File: src/rtl/packet_serializer.sv
// Frames a DATA_BYTES payload as commas, data and optional EOP, then shifts it out as 9-bit symbols MSB first.
// First packet bit 1..9 cycles after handshake; ready_o drops while the single holding entry is full.
module packet_serializer #(
    parameter int          DATA_BYTES = 3,
    parameter int          SYNC_SYMS  = 1,
    parameter int          EOP_EN     = 1,
    parameter logic [7:0]  COMMA      = 8'h3C,
    parameter logic [7:0]  EOP_CODE   = 8'hFD
) (
    input  logic                    clk_i,
    input  logic                    rst_i,
    input  logic                    valid_i,
    output logic                    ready_o,
    input  logic [8*DATA_BYTES-1:0] data_i,
    output logic                    data_o,
    output logic                    sym_last_o,
    output logic                    busy_o,
    output logic                    eot_o
);

    localparam int PKT_SYMS = SYNC_SYMS + DATA_BYTES + EOP_EN;
    localparam int SW       = $clog2(PKT_SYMS + 1);

    localparam logic [SW-1:0] LAST_SYM  = SW'(PKT_SYMS - 1);
    localparam logic [SW-1:0] SYNC_END  = SW'(SYNC_SYMS);
    localparam logic [SW-1:0] DATA_END  = SW'(SYNC_SYMS + DATA_BYTES);
    localparam logic [8:0]    COMMA_SYM = {1'b1, COMMA};
    localparam logic [8:0]    EOP_SYM   = {1'b1, EOP_CODE};

    typedef enum logic {IDLE, SEND} state_t;

    state_t                  state, state_nxt;
    logic [8:0]              shreg, shreg_nxt;
    logic [3:0]              bit_cnt;
    logic [SW-1:0]           sym_cnt, sym_cnt_nxt, nidx;
    logic                    pending, start_pkt, eot, eot_nxt;
    logic [8*DATA_BYTES-1:0] hold, work;
    logic [7:0]              byte_sel;
    logic                    boundary, handshake;

    assign boundary  = (bit_cnt == 4'd8);
    assign handshake = valid_i && !pending;

    assign data_o     = shreg[8];
    assign sym_last_o = boundary;
    assign busy_o     = (state == SEND);
    assign eot_o      = eot;
    assign ready_o    = !pending;

    always_comb begin
        nidx     = sym_cnt + SW'(1);
        byte_sel = '0;
        for (int i = 0; i < DATA_BYTES; i++) begin
            if (nidx == SW'(SYNC_SYMS + i)) begin
                byte_sel = work[8*i +: 8];
            end
        end
    end

    // Packet symbol 0 is always a comma (at least one sync symbol), so a
    // packet start never needs the payload on the same edge it is copied.
    always_comb begin
        state_nxt   = state;
        shreg_nxt   = {shreg[7:0], 1'b0};
        sym_cnt_nxt = sym_cnt;
        start_pkt   = 1'b0;
        eot_nxt     = 1'b0;
        if (boundary) begin
            if (state == IDLE) begin
                shreg_nxt = COMMA_SYM;
                if (pending) begin
                    start_pkt   = 1'b1;
                    sym_cnt_nxt = '0;
                    state_nxt   = SEND;
                end
            end else if (sym_cnt < LAST_SYM) begin
                sym_cnt_nxt = nidx;
                if (nidx < SYNC_END) begin
                    shreg_nxt = COMMA_SYM;
                end else if (nidx < DATA_END) begin
                    shreg_nxt = {1'b0, byte_sel};
                end else begin
                    shreg_nxt = EOP_SYM;
                end
            end else begin
                eot_nxt     = 1'b1;
                shreg_nxt   = COMMA_SYM;
                sym_cnt_nxt = '0;
                if (pending) begin
                    start_pkt = 1'b1;
                end else begin
                    state_nxt = IDLE;
                end
            end
        end
    end

    always_ff @(posedge clk_i or posedge rst_i) begin
        if (rst_i) begin
            state <= IDLE;
        end else begin
            state <= state_nxt;
        end
    end

    always_ff @(posedge clk_i or posedge rst_i) begin
        if (rst_i) begin
            shreg   <= COMMA_SYM;
            bit_cnt <= '0;
            sym_cnt <= '0;
            pending <= 1'b0;
            hold    <= '0;
            work    <= '0;
            eot     <= 1'b0;
        end else begin
            shreg   <= shreg_nxt;
            bit_cnt <= boundary ? 4'd0 : bit_cnt + 4'd1;
            sym_cnt <= sym_cnt_nxt;
            eot     <= eot_nxt;
            if (handshake) begin
                hold    <= data_i;
                pending <= 1'b1;
            end else if (start_pkt) begin
                pending <= 1'b0;
            end
            if (start_pkt) begin
                work <= hold;
            end
        end
    end

endmodule

File: config.mk
export PLATFORM = sky130hd
export DESIGN_NAME = packet_serializer
export DESIGN_NICKNAME = d
export VERILOG_FILES = /design/src/rtl/packet_serializer.sv
export SDC_FILE = /design/constraint.sdc
export NUM_CORES = 1
export LEC_CHECK = 0
export CAP_MARGIN = 20
export CORE_MARGIN = 5
export CORE_UTILIZATION = 56
export DETAILED_ROUTE_END_ITERATION = 6
export GPL_ROUTABILITY_DRIVEN = 0
export GPL_TIMING_DRIVEN = 0
export PLACE_DENSITY = 0.85
export SETUP_SLACK_MARGIN = 0.02
export SYNTH_ARGS = -nofsm -noshare
export SYNTH_HDL_FRONTEND = slang
export SYNTH_SLANG_ARGS = --single-unit
File: constraint.sdc
create_clock -name clk_i -period 3 [get_ports clk_i]
set_input_delay 0.6 -clock clk_i [delete_from_list [all_inputs] [get_ports clk_i]]
set_output_delay 0.6 -clock clk_i [all_outputs]
set_load 0.02 [all_outputs]
==> results.md <==
- Fin Setup TNS: 0 ps
- Antenna diodes: 0
- Clk sinks: 67
- Synthesized area: 0.00300 mm^2
- Area contributors post-synth: dfrtp_1, mux2_2, mux2_4
- Count of cell types in the netlist: 33
- Most common cell in the netlist: dfrtp_1
- Critical path data arrival time: 2200 ps
- Mean area per synthesized cell: approximately 14 um^2
- Layout cells sized above 1: a little under a third
- Vias: approximately 1800
- H-tree depth: 3
- Pwr Total: a little under 2 mW
- Yosys warning total: 0
- Comb power frac: roughly 8.4%
- Max Cap Violations: 0
- First-pass GRT wire length: 9310 um
- Fin util: 70.2%
- Final Hold Fails: 0
- Port Buffer Count: 31
- Layout Cells excl Fill: 333
- Clock Path Buffers: 2
- Top_reg_cell synth: dfrtp_1
- Hold wc startpoint: shreg[0]$_DFF_PP0_
- Cell-internal power: 1.50 mW
- Tot GR Track Use: between 10% and 20%
- Post-synth EDFFs: 0
- Cell Area, Placed: 0.00341 mm^2
- Min-Delay Path Class: reg -> reg
- Most frequent cells after synthesis: dfrtp_1, mux2_2, mux2_4, nor2_1
- Vias in the first global route: 1939
- Initial antenna violation count: 0
- Core ar.: 0.00514 mm^2
- CTS Root Cell: clkbuf_8
- VDD IR max: 0.369 mV
- Largest area contributor in the netlist: dfrtp_1
- Leakage: around 1.6 nW
- Postcts setup bufs: 0
- DP Worst Slack: 558 ps
- Max-slew violation count: 0
- CTS buffer count: 9
- Die X: between 80 and 90 um
- Min cycle time layout: 2800 ps
- Fmax: 357 MHz
- Largest net degree at the start of global routing: 43
- Hold-fix buffers, CTS: 0
- Sequential power share: 54.0%
- Fin nets: 293
- FP Rows: 26
- Seq/Total Area, Yosys: 56.2%
- Fin worst setup slack: 195 ps
- Placed instance count: 317
- Clock Pin Slew Worst Setup and Hold Paths: 70 ps
- Clock network power share: 37.6%
- Crit path launch type: flip-flop
- Rel. slew slack: around 62%
- Critical setup path kind: reg -> out
- Outcome: completed
- Area grow syn2layout: 20.4%
- Drc violations: 0
- Final period util: between 90% and 100%
- Reg2reg setup slack: just over 900 ps
- Synthesized flop and latch total: 67
- Net Count, Synth: 250
- Crit. End Element: output port
- Detailed placement HPWL: 3910 um
- DRT Pass-1 Iters: 5
- Vias per inst: 5.45
- RSZ-0062 raised after global routing: no
- Data required, critical path: 2400 ps
- Worst Clk Skew: 9.26 ps
- Final Setup Violations: 0
- Initial Util: approximately three fifths
- Skew-Pair Late Insertion Delay: 340 ps
- Post-synth ARST share: 100%
- Hold Path End: shreg[1]$_DFF_PP0_
- Total power divided by cell area: 540 mW/mm^2
- Final antenna-violating net count: 0
- RR Startpoint: sym_cnt[0]$_DFFE_PP0P_
- Hold path cells: 2
- Die Area: 0.00691 mm^2
- CTS tree: done
- Critical-path maximum fanout: 10
- Post-Synthesis Cells: 215
- Worst-margin pin slew: 568 ps
- Wirelength, routed: between 5000 and 6000 um
- Switching power: around 0.45 mW
- WHS: 465 ps
- Total grt overflow: 0
- Sw frac: 23.1%
- Die H: 83.1 um
- CTS resizes: 0
- R2R cell count: 5
- Top-area cell type share of the netlist area: between 50% and 60%
- Fin area: 0.00361 mm^2
- Starting DRT DRC Count: roughly 130
- WL/cell: 16.4 um
- I/O pins: 32
- Worst R2R End: shreg[3]$_DFF_PP1_
[logic make-up (layout without fill, tap and decap cells)]
kind of cell,Yosys count,after routing,share of synthesized area [%]
buffers and inverters,19,67,3.17
DFF,67,67,56.2
AOI/OAI and AO/OA,26,26,6.73
and+or+nand+nor,45,45,9.48
adders and majority gates,8,8,3.34
muxes,49,49,20.8
xor gates and xnor gates,1,1,0.292
[area by class of cell]
class | count | area [um^2]
inverters | 9 | 36.3
plain buffers | 10 | 58.8
well taps | 70 | 87.6
flip-flops and latches | 67 | 1680
multi-input cells | 129 | 1220
repair buffers | 32 | 330
clock inverters | 7 | 68.8
fillers | 373 | 1530
clock buffers | 9 | 124
[critical path, cell delays in order (launching register included)]
cell,delay (ps)
dfrtp_1,420
inv_1,70
ha_1,210
nand3b_4,160
inv_4,140
buf_2,230
clkdlybuf4s50_1,640
[placed cells by master, fill, tap and decap left out, types with 2 or more instances in the layout]
cell type	Yosys	routed
clkinv_2	0	3
mux2_4	19	19
o31ai_1	3	3
and3_1	7	7
clkbuf_8	0	9
clkbuf_1	3	3
ha_1	8	8
and3b_1	2	2
nand2_1	6	6
buf_6	2	2
clkdlybuf4s50_1	0	31
nand3_1	2	2
dfstp_2	5	5
o221ai_1	4	4
buf_2	5	5
nor2_1	11	11
o21ai_0	3	3
o22ai_1	4	4
mux2_2	30	30
dfrtp_1	62	62
nand2b_1	7	7
inv_1	8	7
nand3b_1	4	4
a221oi_1	8	8
clkinvlp_4	0	2
[power by group through the flow]
stage	clock, mW	sequential (mW)	combinational (mW)
finish	0.733	1.05	0.163
global route	0.784	1.06	0.179
CTS	0.744	1.05	0.166
detailed placement	0	1.07	0.166
global placement	0	1.06	0.154
floorplan	0	1.04	0.116
[sequential cells by signal, indices dropped and copies added (netlist names)]
register / cells
shreg: 9
pending: 1
eot_o: 1
work: 24
bit_cnt: 4
sym_cnt: 3
hold: 24
busy_o: 1
[worst max-delay path by stage]
stage,startpoint,end,slack (ps),cells after the start
final,bit_cnt[0]$_DFF_PP0_,sym_last_o,200,6
after global routing,bit_cnt[0]$_DFF_PP0_,sym_last_o,100,6
after CTS,bit_cnt[0]$_DFF_PP0_,sym_last_o,180,6
after detailed placement,bit_cnt[0]$_DFF_PP0_,sym_last_o,560,6
after global placement,rst_i,hold[16]$_DFFE_PP0P_,-300,2
after floorplan,rst_i,bit_cnt[0]$_DFF_PP0_,730,1
[layer usage]
layer / part of all wire, % / global-route usage (%) / up-vias
met1: 46 / 22.1 / 897
li1: - / - / 859
met5: 0 / 0 / -
met3: 4.6 / 3.96 / 11
met4: 1.6 / 7.73 / 0
met2: 48 / 26.7 / 47
Note: power is estimated with default switching activity, not from simulation.
